**src/rtl/memory_bus_arbiter_pkg.sv**
```systemverilog
// Shared types and constants for the two-master memory bus arbiter.
// Round-robin arbitration is enabled by MEMORY_BUS_ARBITER_ROUND_ROBIN_EN.
package memory_bus_arbiter_pkg;

  typedef enum logic [1:0] {
    IDLE,
    BUSY,
    DONE
  } state_t;

  localparam logic OWNER_M0 = 1'b0;
  localparam logic OWNER_M1 = 1'b1;

  localparam int DEFAULT_TIMEOUT_CYCLES = 1024;

endpackage

```
**src/rtl/memory_bus_arbiter_if.sv**
```systemverilog
// One request/response link of the memory bus.
// The master side issues requests; the slave side answers them.
interface memory_bus_arbiter_if #(
  parameter int AW = 32,
  parameter int DW = 32
);
  import memory_bus_arbiter_pkg::*;

  logic          read_request;
  logic          write_request;
  logic [AW-1:0] address;
  logic [DW-1:0] write_data;
  logic [DW-1:0] read_data;
  logic          response;
  logic          error;

  modport master (
    output read_request,
    output write_request,
    output address,
    output write_data,
    input  read_data,
    input  response
  );

  modport slave (
    input  read_request,
    input  write_request,
    input  address,
    input  write_data,
    output read_data,
    output response,
    output error
  );

endinterface

```
**src/rtl/memory_bus_arbiter_bus_watchdog.sv**
```systemverilog
// Saturating BUSY-cycle counter for the arbiter.
// expired flags the cycle whose increment reaches TIMEOUT_CYCLES.
module bus_watchdog
  import memory_bus_arbiter_pkg::*;
#(
  parameter int TIMEOUT_CYCLES = DEFAULT_TIMEOUT_CYCLES
) (
  input  logic clk,
  input  logic reset,
  input  logic clear,
  input  logic enable,
  output logic expired
);

  localparam int CW = $clog2(TIMEOUT_CYCLES + 1);
  localparam logic [CW-1:0] LIMIT = CW'(TIMEOUT_CYCLES);

  logic [CW-1:0] r_count;
  logic [CW-1:0] w_count_nxt;

  always_comb begin
    w_count_nxt = r_count;
    if (r_count != LIMIT) begin
      w_count_nxt = r_count + 1'b1;
    end
  end

  assign expired = enable && (w_count_nxt == LIMIT);

  always_ff @(posedge clk) begin
    if (reset || clear) begin
      r_count <= '0;
    end else if (enable) begin
      r_count <= w_count_nxt;
    end
  end

endmodule

```
**src/rtl/memory_bus_arbiter.sv**
```systemverilog
// Two-master memory bus arbiter with slave-stall timeout.
// Define MEMORY_BUS_ARBITER_ROUND_ROBIN_EN for round-robin contention.
module memory_bus_arbiter
  import memory_bus_arbiter_pkg::*;
#(
  parameter int ADDR_WIDTH     = 32,
  parameter int DATA_WIDTH     = 32,
  parameter int TIMEOUT_CYCLES = DEFAULT_TIMEOUT_CYCLES
) (
  input logic                  clk,
  input logic                  reset,
  memory_bus_arbiter_if.slave  m0,
  memory_bus_arbiter_if.slave  m1,
  memory_bus_arbiter_if.master s
);

  state_t r_state;
  state_t w_state_nxt;

  logic                  r_owner;
  logic                  r_s_rd;
  logic                  r_s_wr;
  logic [ADDR_WIDTH-1:0] r_s_addr;
  logic [DATA_WIDTH-1:0] r_s_wdata;
  logic [DATA_WIDTH-1:0] r_rdata [2];
  logic [1:0]            r_resp;
  logic [1:0]            r_err;

  logic                  w_req0;
  logic                  w_req1;
  logic                  w_sel;
  logic                  w_grant;
  logic                  w_done_ok;
  logic                  w_timeout;
  logic                  w_busy;
  logic                  w_expired;
  logic                  w_sel_rd;
  logic                  w_sel_wr;
  logic [ADDR_WIDTH-1:0] w_sel_addr;
  logic [DATA_WIDTH-1:0] w_sel_wdata;

  assign w_req0 = m0.read_request | m0.write_request;
  assign w_req1 = m1.read_request | m1.write_request;
  assign w_busy = (r_state == BUSY);

`ifdef MEMORY_BUS_ARBITER_ROUND_ROBIN_EN
  logic r_last_grant;

  always_ff @(posedge clk) begin
    if (reset) begin
      r_last_grant <= OWNER_M1;
    end else if (w_grant) begin
      r_last_grant <= w_sel;
    end
  end

  assign w_sel = (w_req0 && w_req1) ? ~r_last_grant
               : (w_req0 ? OWNER_M0 : OWNER_M1);
`else
  assign w_sel = w_req0 ? OWNER_M0 : OWNER_M1;
`endif

  always_comb begin
    w_sel_rd    = m0.read_request;
    w_sel_wr    = m0.write_request;
    w_sel_addr  = m0.address;
    w_sel_wdata = m0.write_data;
    if (w_sel == OWNER_M1) begin
      w_sel_rd    = m1.read_request;
      w_sel_wr    = m1.write_request;
      w_sel_addr  = m1.address;
      w_sel_wdata = m1.write_data;
    end
  end

  always_comb begin
    w_state_nxt = r_state;
    w_grant     = 1'b0;
    w_done_ok   = 1'b0;
    w_timeout   = 1'b0;
    unique case (r_state)
      IDLE: begin
        if (w_req0 || w_req1) begin
          w_grant     = 1'b1;
          w_state_nxt = BUSY;
        end
      end
      BUSY: begin
        // a response in the expiry cycle still counts as success
        if (s.response) begin
          w_done_ok   = 1'b1;
          w_state_nxt = DONE;
        end else if (w_expired) begin
          w_timeout   = 1'b1;
          w_state_nxt = DONE;
        end
      end
      DONE:    w_state_nxt = IDLE;
      default: w_state_nxt = IDLE;
    endcase
  end

  always_ff @(posedge clk) begin
    if (reset) begin
      r_state    <= IDLE;
      r_owner    <= OWNER_M0;
      r_s_rd     <= 1'b0;
      r_s_wr     <= 1'b0;
      r_s_addr   <= '0;
      r_s_wdata  <= '0;
      r_rdata[0] <= '0;
      r_rdata[1] <= '0;
      r_resp     <= '0;
      r_err      <= '0;
    end else begin
      r_state <= w_state_nxt;
      r_resp  <= '0;
      r_err   <= '0;
      if (w_grant) begin
        r_owner   <= w_sel;
        r_s_wr    <= w_sel_wr;
        r_s_rd    <= w_sel_rd & ~w_sel_wr;
        r_s_addr  <= w_sel_addr;
        r_s_wdata <= w_sel_wdata;
      end
      if (w_done_ok || w_timeout) begin
        r_s_rd           <= 1'b0;
        r_s_wr           <= 1'b0;
        r_resp[r_owner]  <= 1'b1;
        r_err[r_owner]   <= w_timeout;
        r_rdata[r_owner] <= w_done_ok ? s.read_data : '0;
      end
    end
  end

  bus_watchdog #(
    .TIMEOUT_CYCLES(TIMEOUT_CYCLES)
  ) u_watchdog (
    .clk    (clk),
    .reset  (reset),
    .clear  (w_grant),
    .enable (w_busy),
    .expired(w_expired)
  );

  assign s.read_request  = r_s_rd;
  assign s.write_request = r_s_wr;
  assign s.address       = r_s_addr;
  assign s.write_data    = r_s_wdata;

  assign m0.read_data = r_rdata[0];
  assign m0.response  = r_resp[0];
  assign m0.error     = r_err[0];
  assign m1.read_data = r_rdata[1];
  assign m1.response  = r_resp[1];
  assign m1.error     = r_err[1];

endmodule

```
**src/flat_wrapper.sv**
```systemverilog
// flat-port wrapper written by rule: the top's interface ports become plain ports
module memory_bus_arbiter_flat import memory_bus_arbiter_pkg::*;
#(
  parameter int ADDR_WIDTH     = 32,
  parameter int DATA_WIDTH     = 32,
  parameter int TIMEOUT_CYCLES = DEFAULT_TIMEOUT_CYCLES
)
  (clk, reset, m0_read_request, m0_write_request, m0_address, m0_write_data, m0_read_data, m0_response, m0_error, m1_read_request, m1_write_request, m1_address, m1_write_data, m1_read_data, m1_response, m1_error, s_read_request, s_write_request, s_address, s_write_data, s_read_data, s_response);
  memory_bus_arbiter_if #(.AW(32), .DW(32)) m0_i ();
  memory_bus_arbiter_if #(.AW(32), .DW(32)) m1_i ();
  memory_bus_arbiter_if #(.AW(32), .DW(32)) s_i ();
  input logic clk;
  input logic reset;
  input wire logic [$bits(m0_i.read_request)-1:0] m0_read_request;
  input wire logic [$bits(m0_i.write_request)-1:0] m0_write_request;
  input wire logic [$bits(m0_i.address)-1:0] m0_address;
  input wire logic [$bits(m0_i.write_data)-1:0] m0_write_data;
  output wire logic [$bits(m0_i.read_data)-1:0] m0_read_data;
  output wire logic [$bits(m0_i.response)-1:0] m0_response;
  output wire logic [$bits(m0_i.error)-1:0] m0_error;
  input wire logic [$bits(m1_i.read_request)-1:0] m1_read_request;
  input wire logic [$bits(m1_i.write_request)-1:0] m1_write_request;
  input wire logic [$bits(m1_i.address)-1:0] m1_address;
  input wire logic [$bits(m1_i.write_data)-1:0] m1_write_data;
  output wire logic [$bits(m1_i.read_data)-1:0] m1_read_data;
  output wire logic [$bits(m1_i.response)-1:0] m1_response;
  output wire logic [$bits(m1_i.error)-1:0] m1_error;
  output wire logic [$bits(s_i.read_request)-1:0] s_read_request;
  output wire logic [$bits(s_i.write_request)-1:0] s_write_request;
  output wire logic [$bits(s_i.address)-1:0] s_address;
  output wire logic [$bits(s_i.write_data)-1:0] s_write_data;
  input wire logic [$bits(s_i.read_data)-1:0] s_read_data;
  input wire logic [$bits(s_i.response)-1:0] s_response;
  assign m0_i.read_request = m0_read_request;
  assign m0_i.write_request = m0_write_request;
  assign m0_i.address = m0_address;
  assign m0_i.write_data = m0_write_data;
  assign m0_read_data = m0_i.read_data;
  assign m0_response = m0_i.response;
  assign m0_error = m0_i.error;
  assign m1_i.read_request = m1_read_request;
  assign m1_i.write_request = m1_write_request;
  assign m1_i.address = m1_address;
  assign m1_i.write_data = m1_write_data;
  assign m1_read_data = m1_i.read_data;
  assign m1_response = m1_i.response;
  assign m1_error = m1_i.error;
  assign s_read_request = s_i.read_request;
  assign s_write_request = s_i.write_request;
  assign s_address = s_i.address;
  assign s_write_data = s_i.write_data;
  assign s_i.read_data = s_read_data;
  assign s_i.response = s_response;
  memory_bus_arbiter #(.ADDR_WIDTH(ADDR_WIDTH), .DATA_WIDTH(DATA_WIDTH), .TIMEOUT_CYCLES(TIMEOUT_CYCLES)) u_core (.clk(clk), .reset(reset), .m0(m0_i), .m1(m1_i), .s(s_i));
endmodule
```
**config.mk**
```make
export PLATFORM = sky130hd
export DESIGN_NAME = memory_bus_arbiter_flat
export DESIGN_NICKNAME = d
export VERILOG_FILES = /design/src/rtl/memory_bus_arbiter_pkg.sv /design/src/rtl/memory_bus_arbiter_if.sv /design/src/rtl/memory_bus_arbiter_bus_watchdog.sv /design/src/rtl/memory_bus_arbiter.sv /design/src/flat_wrapper.sv
export SDC_FILE = /design/constraint.sdc
export NUM_CORES = 1
export LEC_CHECK = 0
export CAP_MARGIN = 30
export CORE_AREA = 2 2 117 119
export DETAILED_ROUTE_END_ITERATION = 10
export DIE_AREA = 0 0 119 121
export DONT_BUFFER_PORTS = 1
export PLACE_DENSITY = 0.64
export SETUP_SLACK_MARGIN = 0.4
export SLEW_MARGIN = 20
export SYNTH_ARGS = -nofsm -noshare
export SYNTH_HDL_FRONTEND = slang
export SYNTH_SLANG_ARGS = --single-unit
```
**constraint.sdc**
```tcl
create_clock -name clk -period 5.02 [get_ports clk]
set_input_delay 1.255 -clock clk [delete_from_list [all_inputs] [get_ports clk]]
set_output_delay 1.255 -clock clk [all_outputs]
set_load 0.01 [all_outputs]
```
=== Yosys cells after proc, flatten, opt, wreduce, memory -nomap -nowiden ===
Memories as Yosys holds them, arrays and structs flattened.
Index checks and enable logic that the tools add are counted.

* Bits in registers: 84
* Memory bits (writable): 64
* Output and inout port bits: 134
* Memories kept: 1

{| class="wikitable"
|+ Memories
! name !! depth !! bits a word !! read ports !! clocked after memory_dff !! write ports !! line !! source
|-
| u_core.r_rdata || 2 || 32 || 2 || 0 || 2 || memory_bus_arbiter.sv:25 || <nowiki>logic [DATA_WIDTH-1:0] r_rdata [2];</nowiki>
|}

* $add $sub $neg: 1
* Magnitude comparators: 2
* Eq/ne operators: 5
* Multiplexer cells: 28
* Bitwise operators: 6
* Reductions and logical operators: 10

{| class="wikitable"
|+ Operators with widths
! operator !! number
|-
| $mux 32 || 4
|-
| $reduce_or 32->1 || 1
|-
| $mux 1 || 18
|-
| $add 11x1->11 const B || 1
|-
| $eq 11x11->1 const B || 1
|-
| $mux 11 || 1
|-
| $ne 11x11->1 const B || 1
|-
| $mux 2 || 3
|-
| $pmux 2 s2 || 1
|-
| $reduce_or 2->1 || 2
|-
| $logic_or 1x1->1 || 3
|-
| $ne 3x2->1 const B || 1
|-
| $and 2x2->2 || 1
|-
| $eq 2x1->1 const B || 1
|-
| $logic_and 1x1->1 || 2
|-
| $logic_not 2->1 || 1
|-
| $lt 1x2->1 const B || 1
|-
| $ne 2x1->1 const B || 1
|-
| $not 1->1 || 2
|-
| $or 1x1->1 || 2
|-
| $reduce_and 2->1 || 1
|-
| $and 1x1->1 || 1
|-
| $demux 1 s1 || 1
|-
| $ge 1x1->1 const B || 1
|}

=== Depth between registers and ports, before layout ===
* Depth in word-level cells: 13
* Mapped depth: 7
* Depth with buffers taken out: 7

=== Hierarchy ===
Synthesis repeated with hierarchy kept, for this count alone.

* Cells, all modules: 564
* Area, all modules: 6601.3 µm²

{| class="wikitable"
|+ By module, submodules not included
! module !! times used !! cells each !! area each (µm²) !! sequential area each (µm²)
|-
| memory_bus_arbiter || 1 || 471 || 5859.4 || 3383.2
|-
| bus_watchdog || 1 || 93 || 742.0 || 220.2
|}

=== Least setup slack after synthesis ===
No wires, ideal clock.

* Path type: register -> register
* Start: register u_core.u_watchdog.r_count[4]
* End: memory u_core.r_rdata[0][0] (enable)
* Arrival: 3.527 ns
* Required time: 4.578 ns
* Setup slack: 1.051 ns
* Cell stages (with the launch flop): 6
* Path buffers: 0
* Period minus slack after synthesis: 3.969 ns
* Cell sequence: dfxtp_1 -> or4_4 -> o311a_1 -> o21bai_1 -> nand4bb_1 -> o41ai_2

{| class="wikitable"
|+ RTL lines
! element !! line !! source
|-
| start, declared || memory_bus_arbiter_bus_watchdog.sv:18 || <nowiki>logic [CW-1:0] r_count;</nowiki>
|-
| start signal, assigned || memory_bus_arbiter_bus_watchdog.sv:34 || <nowiki>r_count <= w_count_nxt;</nowiki>
|-
| end, declared || memory_bus_arbiter.sv:25 ||
|}

==> impl_table.tex <==
\begin{tabular}{lr}
\hline
Metric & Value \\
\hline
\multicolumn{2}{l}{\textbf{Routing}} \\
\quad Total length of routed wires & between 15000 and 20000 um \\
\quad Detailed-route wire length on metal 1 & 5970 um \\
\quad Average wire length per cell after detail routing & $\sim$20 um \\
\quad Post-route antenna net violation count & 0 \\
\quad DRC violation count after routing & 0 \\
\quad DRC marker count from the first detailed-route iteration & 366 \\
\quad Met3 routed wirelength & 1512 um \\
\quad Vias after detailed routing & 4920 \\
\quad Total length of routed met2 wires & just under 9000 um \\
\quad Vias/cell & 6.059 \\
\quad First-pass DRT Iterations & 4 \\
\quad Top Layer Used & met4 \\
\multicolumn{2}{l}{\textbf{Clock network}} \\
\quad Total CTS buffers & 17 \\
\quad Clock sink total & 148 \\
\quad Root Buffer & clkbuf\_16 \\
\quad Skew-Pair Late Insertion Delay & 0.41 ns \\
\quad CTS tree & done \\
\quad Post-cts gate resize count & 0 \\
\quad Clock-pin slew of the registers on the worst-case setup and hold paths & about 0.060 ns \\
\quad Hold\_buf cts & 0 \\
\quad Buffers inserted by post-CTS timing repair & 0 \\
\quad Number of buffers on the longest clock path & 2 \\
\quad Htree depth & 4 \\
\multicolumn{2}{l}{\textbf{Power}} \\
\quad Max IR drop VDD & roughly 190 uV \\
\quad Sw Ratio & $\sim$30\% \\
\quad Relative contribution of sequential cells to total power & approximately 50\% \\
\quad Power Density & 456.8 nW/um\^{}2 \\
\quad Lkg Pwr & 0.002550 uW \\
\quad Switching pwr & roughly 1000 uW \\
\quad Proportion of power drawn by the clock network & 36.5\% \\
\quad Portion of total power attributed to combinational logic & roughly 13\% \\
\quad Internal cell power & 2233 uW \\
\multicolumn{2}{l}{\textbf{Finish}} \\
\quad Area growth, synth to finish & 10.13\% \\
\quad Share of final-layout standard cells stronger than drive strength 1 & 8.031\% \\
\quad Fin nets & 791 \\
\quad Fillers & about 1200 \\
\multicolumn{2}{l}{\textbf{STA}} \\
\quad Clock Skew & 0.01208 ns \\
\quad Final min period & 3.049 ns \\
\quad Slew at the pin with the worst max-slew slack & 0.7180 ns \\
\quad Slew Viols, Final & 0 \\
\quad Setup-failing EPs final & 0 \\
\quad Setup tns final & 0 ns \\
\quad RSZ-0062 raised after global routing & false \\
\quad Worst Hold Margin & roughly 0.54 ns \\
\quad Max\_slew headroom & approximately 52\% \\
\quad Final hold vios & 0 \\
\quad Fmax & 328.0 MHz \\
\quad Share of the clock period used by the worst path after layout & 60.74\% \\
\multicolumn{2}{l}{\textbf{Placement}} \\
\quad Gpl congestion & 0.8707 \\
\quad Dpl hpwl & 11520 um \\
\quad Quantity of I/O buffers inserted on ports & 0 \\
\multicolumn{2}{l}{\textbf{Logic synthesis}} \\
\quad Synthesized Nets & $\sim$800 \\
\quad Per-instance average area after synthesis & 9.763 um\^{}2 \\
\quad Post-synthesis sequential area ratio & $\sim$56\% \\
\quad Count of distinct cell types in the synthesized netlist & 52 \\
\quad Number of register bits inferred by synthesis & approximately 150 \\
\quad Cell Area, Synth & 6395 um\^{}2 \\
\quad Post-synth EDFFs & between 60 and 70 \\
\quad Dominant register cell in the synthesized netlist & dfxtp\_1 \\
\quad Post-synth ARST share & 0\% \\
\quad Synthesized instance count & 655 \\
\quad Yosys warns & 0 \\
\multicolumn{2}{l}{\textbf{GRT}} \\
\quad Global-route usage over all layers & a little under a quarter \\
\quad Via count of the first global-routing pass & $\sim$4700 \\
\quad Grt ovf & 0 \\
\quad Largest net degree at the start of global routing & roughly 80 \\
\quad First-pass GRT wire length & 25470 um \\
\quad Number of antenna violations at the first check in global routing & 1 \\
\multicolumn{2}{l}{\textbf{Worst hold path}} \\
\quad Tightest Hold Check Type & flop to flop \\
\quad Hold depth & 2 \\
\multicolumn{2}{l}{\textbf{Floorplanning}} \\
\quad Width of the chip & 119 um \\
\quad IO Count & 301 \\
\quad Num rows & 42 \\
\quad Die span in y & 121 um \\
\quad Initial Utilization & 48.87\% \\
\quad DIE AREA & approximately 14000 um\^{}2 \\
\quad Floorplan core area & 13090 um\^{}2 \\
\multicolumn{2}{l}{\textbf{Worst setup path}} \\
\quad Endpoint class of the critical path & flop \\
\quad Cell depth of the worst flop-to-flop path & 6 \\
\quad Maximum fanout count along the critical path & 32 \\
\quad Worst Path Arrival & 3.11 ns \\
\quad Classification of the worst setup path & flop to flop \\
\quad Worst path required time & 5.09 ns \\
\quad Setup crit start kind & flop \\
\multicolumn{2}{l}{\textbf{Job}} \\
\quad Number of violations of the max-capacitance limit & 0 \\
\multicolumn{2}{l}{\textbf{Outcome}} \\
\quad Run status & finished clean \\
\hline
\end{tabular}
==> power groups by stage <==
| stage | registers (uW) | logic (uW) | clock network (uW) |
|---|---|---|---|
| global route | 1650 | 467 | 1250 |
| detailed placement | 1670 | 408 | 0 |
| global placement | 1660 | 388 | 0 |
| CTS | 1640 | 408 | 1200 |
| floorplan | 1610 | 356 | 0 |
| finish | 1640 | 403 | 1180 |
==> worst paths after layout <==
kind	start	end	slack (ns)
worst max-delay path	u_core.u_watchdog.r_count[2]$_SDFFE_PP0N_	u_core.r_rdata[0][30]$_SDFFCE_PN0P_	1.97
worst min-delay path	u_core.s.write_data[10]$_SDFFE_PP0P_	u_core.s.write_data[10]$_SDFFE_PP0P_	0.54
worst max register to register	u_core.u_watchdog.r_count[2]$_SDFFE_PP0N_	u_core.r_rdata[0][30]$_SDFFCE_PN0P_	1.97
worst min register to register	u_core.s.write_data[10]$_SDFFE_PP0P_	u_core.s.write_data[10]$_SDFFE_PP0P_	0.54
==> worst max-delay path, stage by stage (launching register included) <==
cell,delay [ns]
dfxtp_1,0.56
nand2_1,0.26
o31a_1,0.34
nor3_1,0.55
nor2_1,0.24
o41ai_4,0.31
buf_4,0.42
==> cells in the mapped netlist, types with 2 or more instances <==
| master | n | area, um^2 |
|---|---|---|
| nand2_1 | 76 | 285.3 |
| o21ai_0 | 70 | 350.3 |
| xor2_1 | 5 | 43.79 |
| ha_1 | 2 | 25.02 |
| a21oi_1 | 5 | 25.02 |
| xnor2_1 | 4 | 35.03 |
| nor2b_1 | 4 | 25.02 |
| a311oi_1 | 64 | 560.5 |
| nor2_1 | 84 | 315.3 |
| buf_2 | 2 | 10.01 |
| clkbuf_1 | 55 | 206.5 |
| nand4_1 | 3 | 18.77 |
| inv_1 | 7 | 26.28 |
| o41ai_1 | 2 | 17.52 |
| and3_1 | 32 | 200.2 |
| a211oi_1 | 3 | 22.52 |
| nor3_1 | 12 | 60.06 |
| a21o_1 | 2 | 15.01 |
| nand4bb_1 | 2 | 22.52 |
| a31oi_1 | 3 | 18.77 |
| edfxtp_1 | 64 | 1922 |
| nand3_1 | 5 | 25.02 |
| nand2b_1 | 3 | 18.77 |
| o32a_1 | 2 | 20.02 |
| nor4_1 | 3 | 18.77 |
| dfxtp_1 | 84 | 1682 |
| and2_1 | 32 | 200.2 |
==> metal layers <==
layer,GRT usage [%],vias to the layer above
li1,-,2338
met1,24.37,2327
met2,39.83,232
met3,8.741,23
met4,9.301,0
met5,0,-
==> cells by family (layout without fill, tap and decap cells) <==
logic type | count (synthesis) | in the layout | synth area share (%)
compound gates | 164 | 164 | 18.12
xor+xnor | 9 | 9 | 1.233
other cells | 0 | 1 | 0
fa+ha+maj | 2 | 2 | 0.3913
simple gates | 266 | 266 | 19.98
flops | 148 | 148 | 56.35
buf+inv | 66 | 46 | 3.933
==> registers in the layout (all words and copies together), names as in the netlist <==
register and count:
u_core.r_owner 1, u_core.r_state 2, u_core.s.write_data 32, u_core.s.address 32, u_core.r_resp 2, u_core.r_err 2, u_core.r_rdata 64, u_core.s.read_request 1
u_core.u_watchdog.r_count 11, u_core.s.write_request 1
==> layout by cell type (no fill, tap or decap), types with 5 or more instances in the layout <==
| cell type | instances |
|---|---|
| nor2_1 | 83 |
| nand3_1 | 5 |
| and2_1 | 32 |
| nand2_1 | 76 |
| a21oi_1 | 5 |
| and3_1 | 32 |
| edfxtp_1 | 64 |
| clkbuf_16 | 17 |
| nor3_1 | 10 |
| o21ai_0 | 70 |
| buf_4 | 7 |
| xor2_1 | 5 |
| dfxtp_1 | 84 |
| a311oi_1 | 64 |
| inv_1 | 7 |
==> stage by stage <==
| step | setup WS [ns] | total power [uW] | instance area [um^2] | instances | utilization, % |
|---|---|---|---|---|---|
| 2_1_floorplan | 1.052 | 1964 | 6395 | 655 | - |
| 3_3_place_gp | 2.116 | 2053 | 6491 | 779 | 49.61 |
| 5_1_grt | 1.773 | 3373 | 7041 | 811 | 53.81 |
| 6_report | 1.971 | 3217 | 7043 | 812 | 53.82 |
| 4_1_cts | 1.969 | 3252 | 7041 | 811 | 53.81 |
| 3_5_place_dp | 1.984 | 2075 | 6491 | 779 | 49.61 |
==> cell type report <==
cell class                 instances  area, um^2  share of cell area [%]
inverter                           7       26.28                  0.3731
tap                              176       220.2                   3.127
timing repair buffer               7       52.55                  0.7461
multi-input combinational        441        2589                   36.76
sequential                       148        3603                   51.16
clock inverter                    14       120.1                   1.705
clock buffer                      18       429.2                   6.093
antenna                            1       2.502                 0.03553
Note: power is estimated with default switching activity, not from simulation.
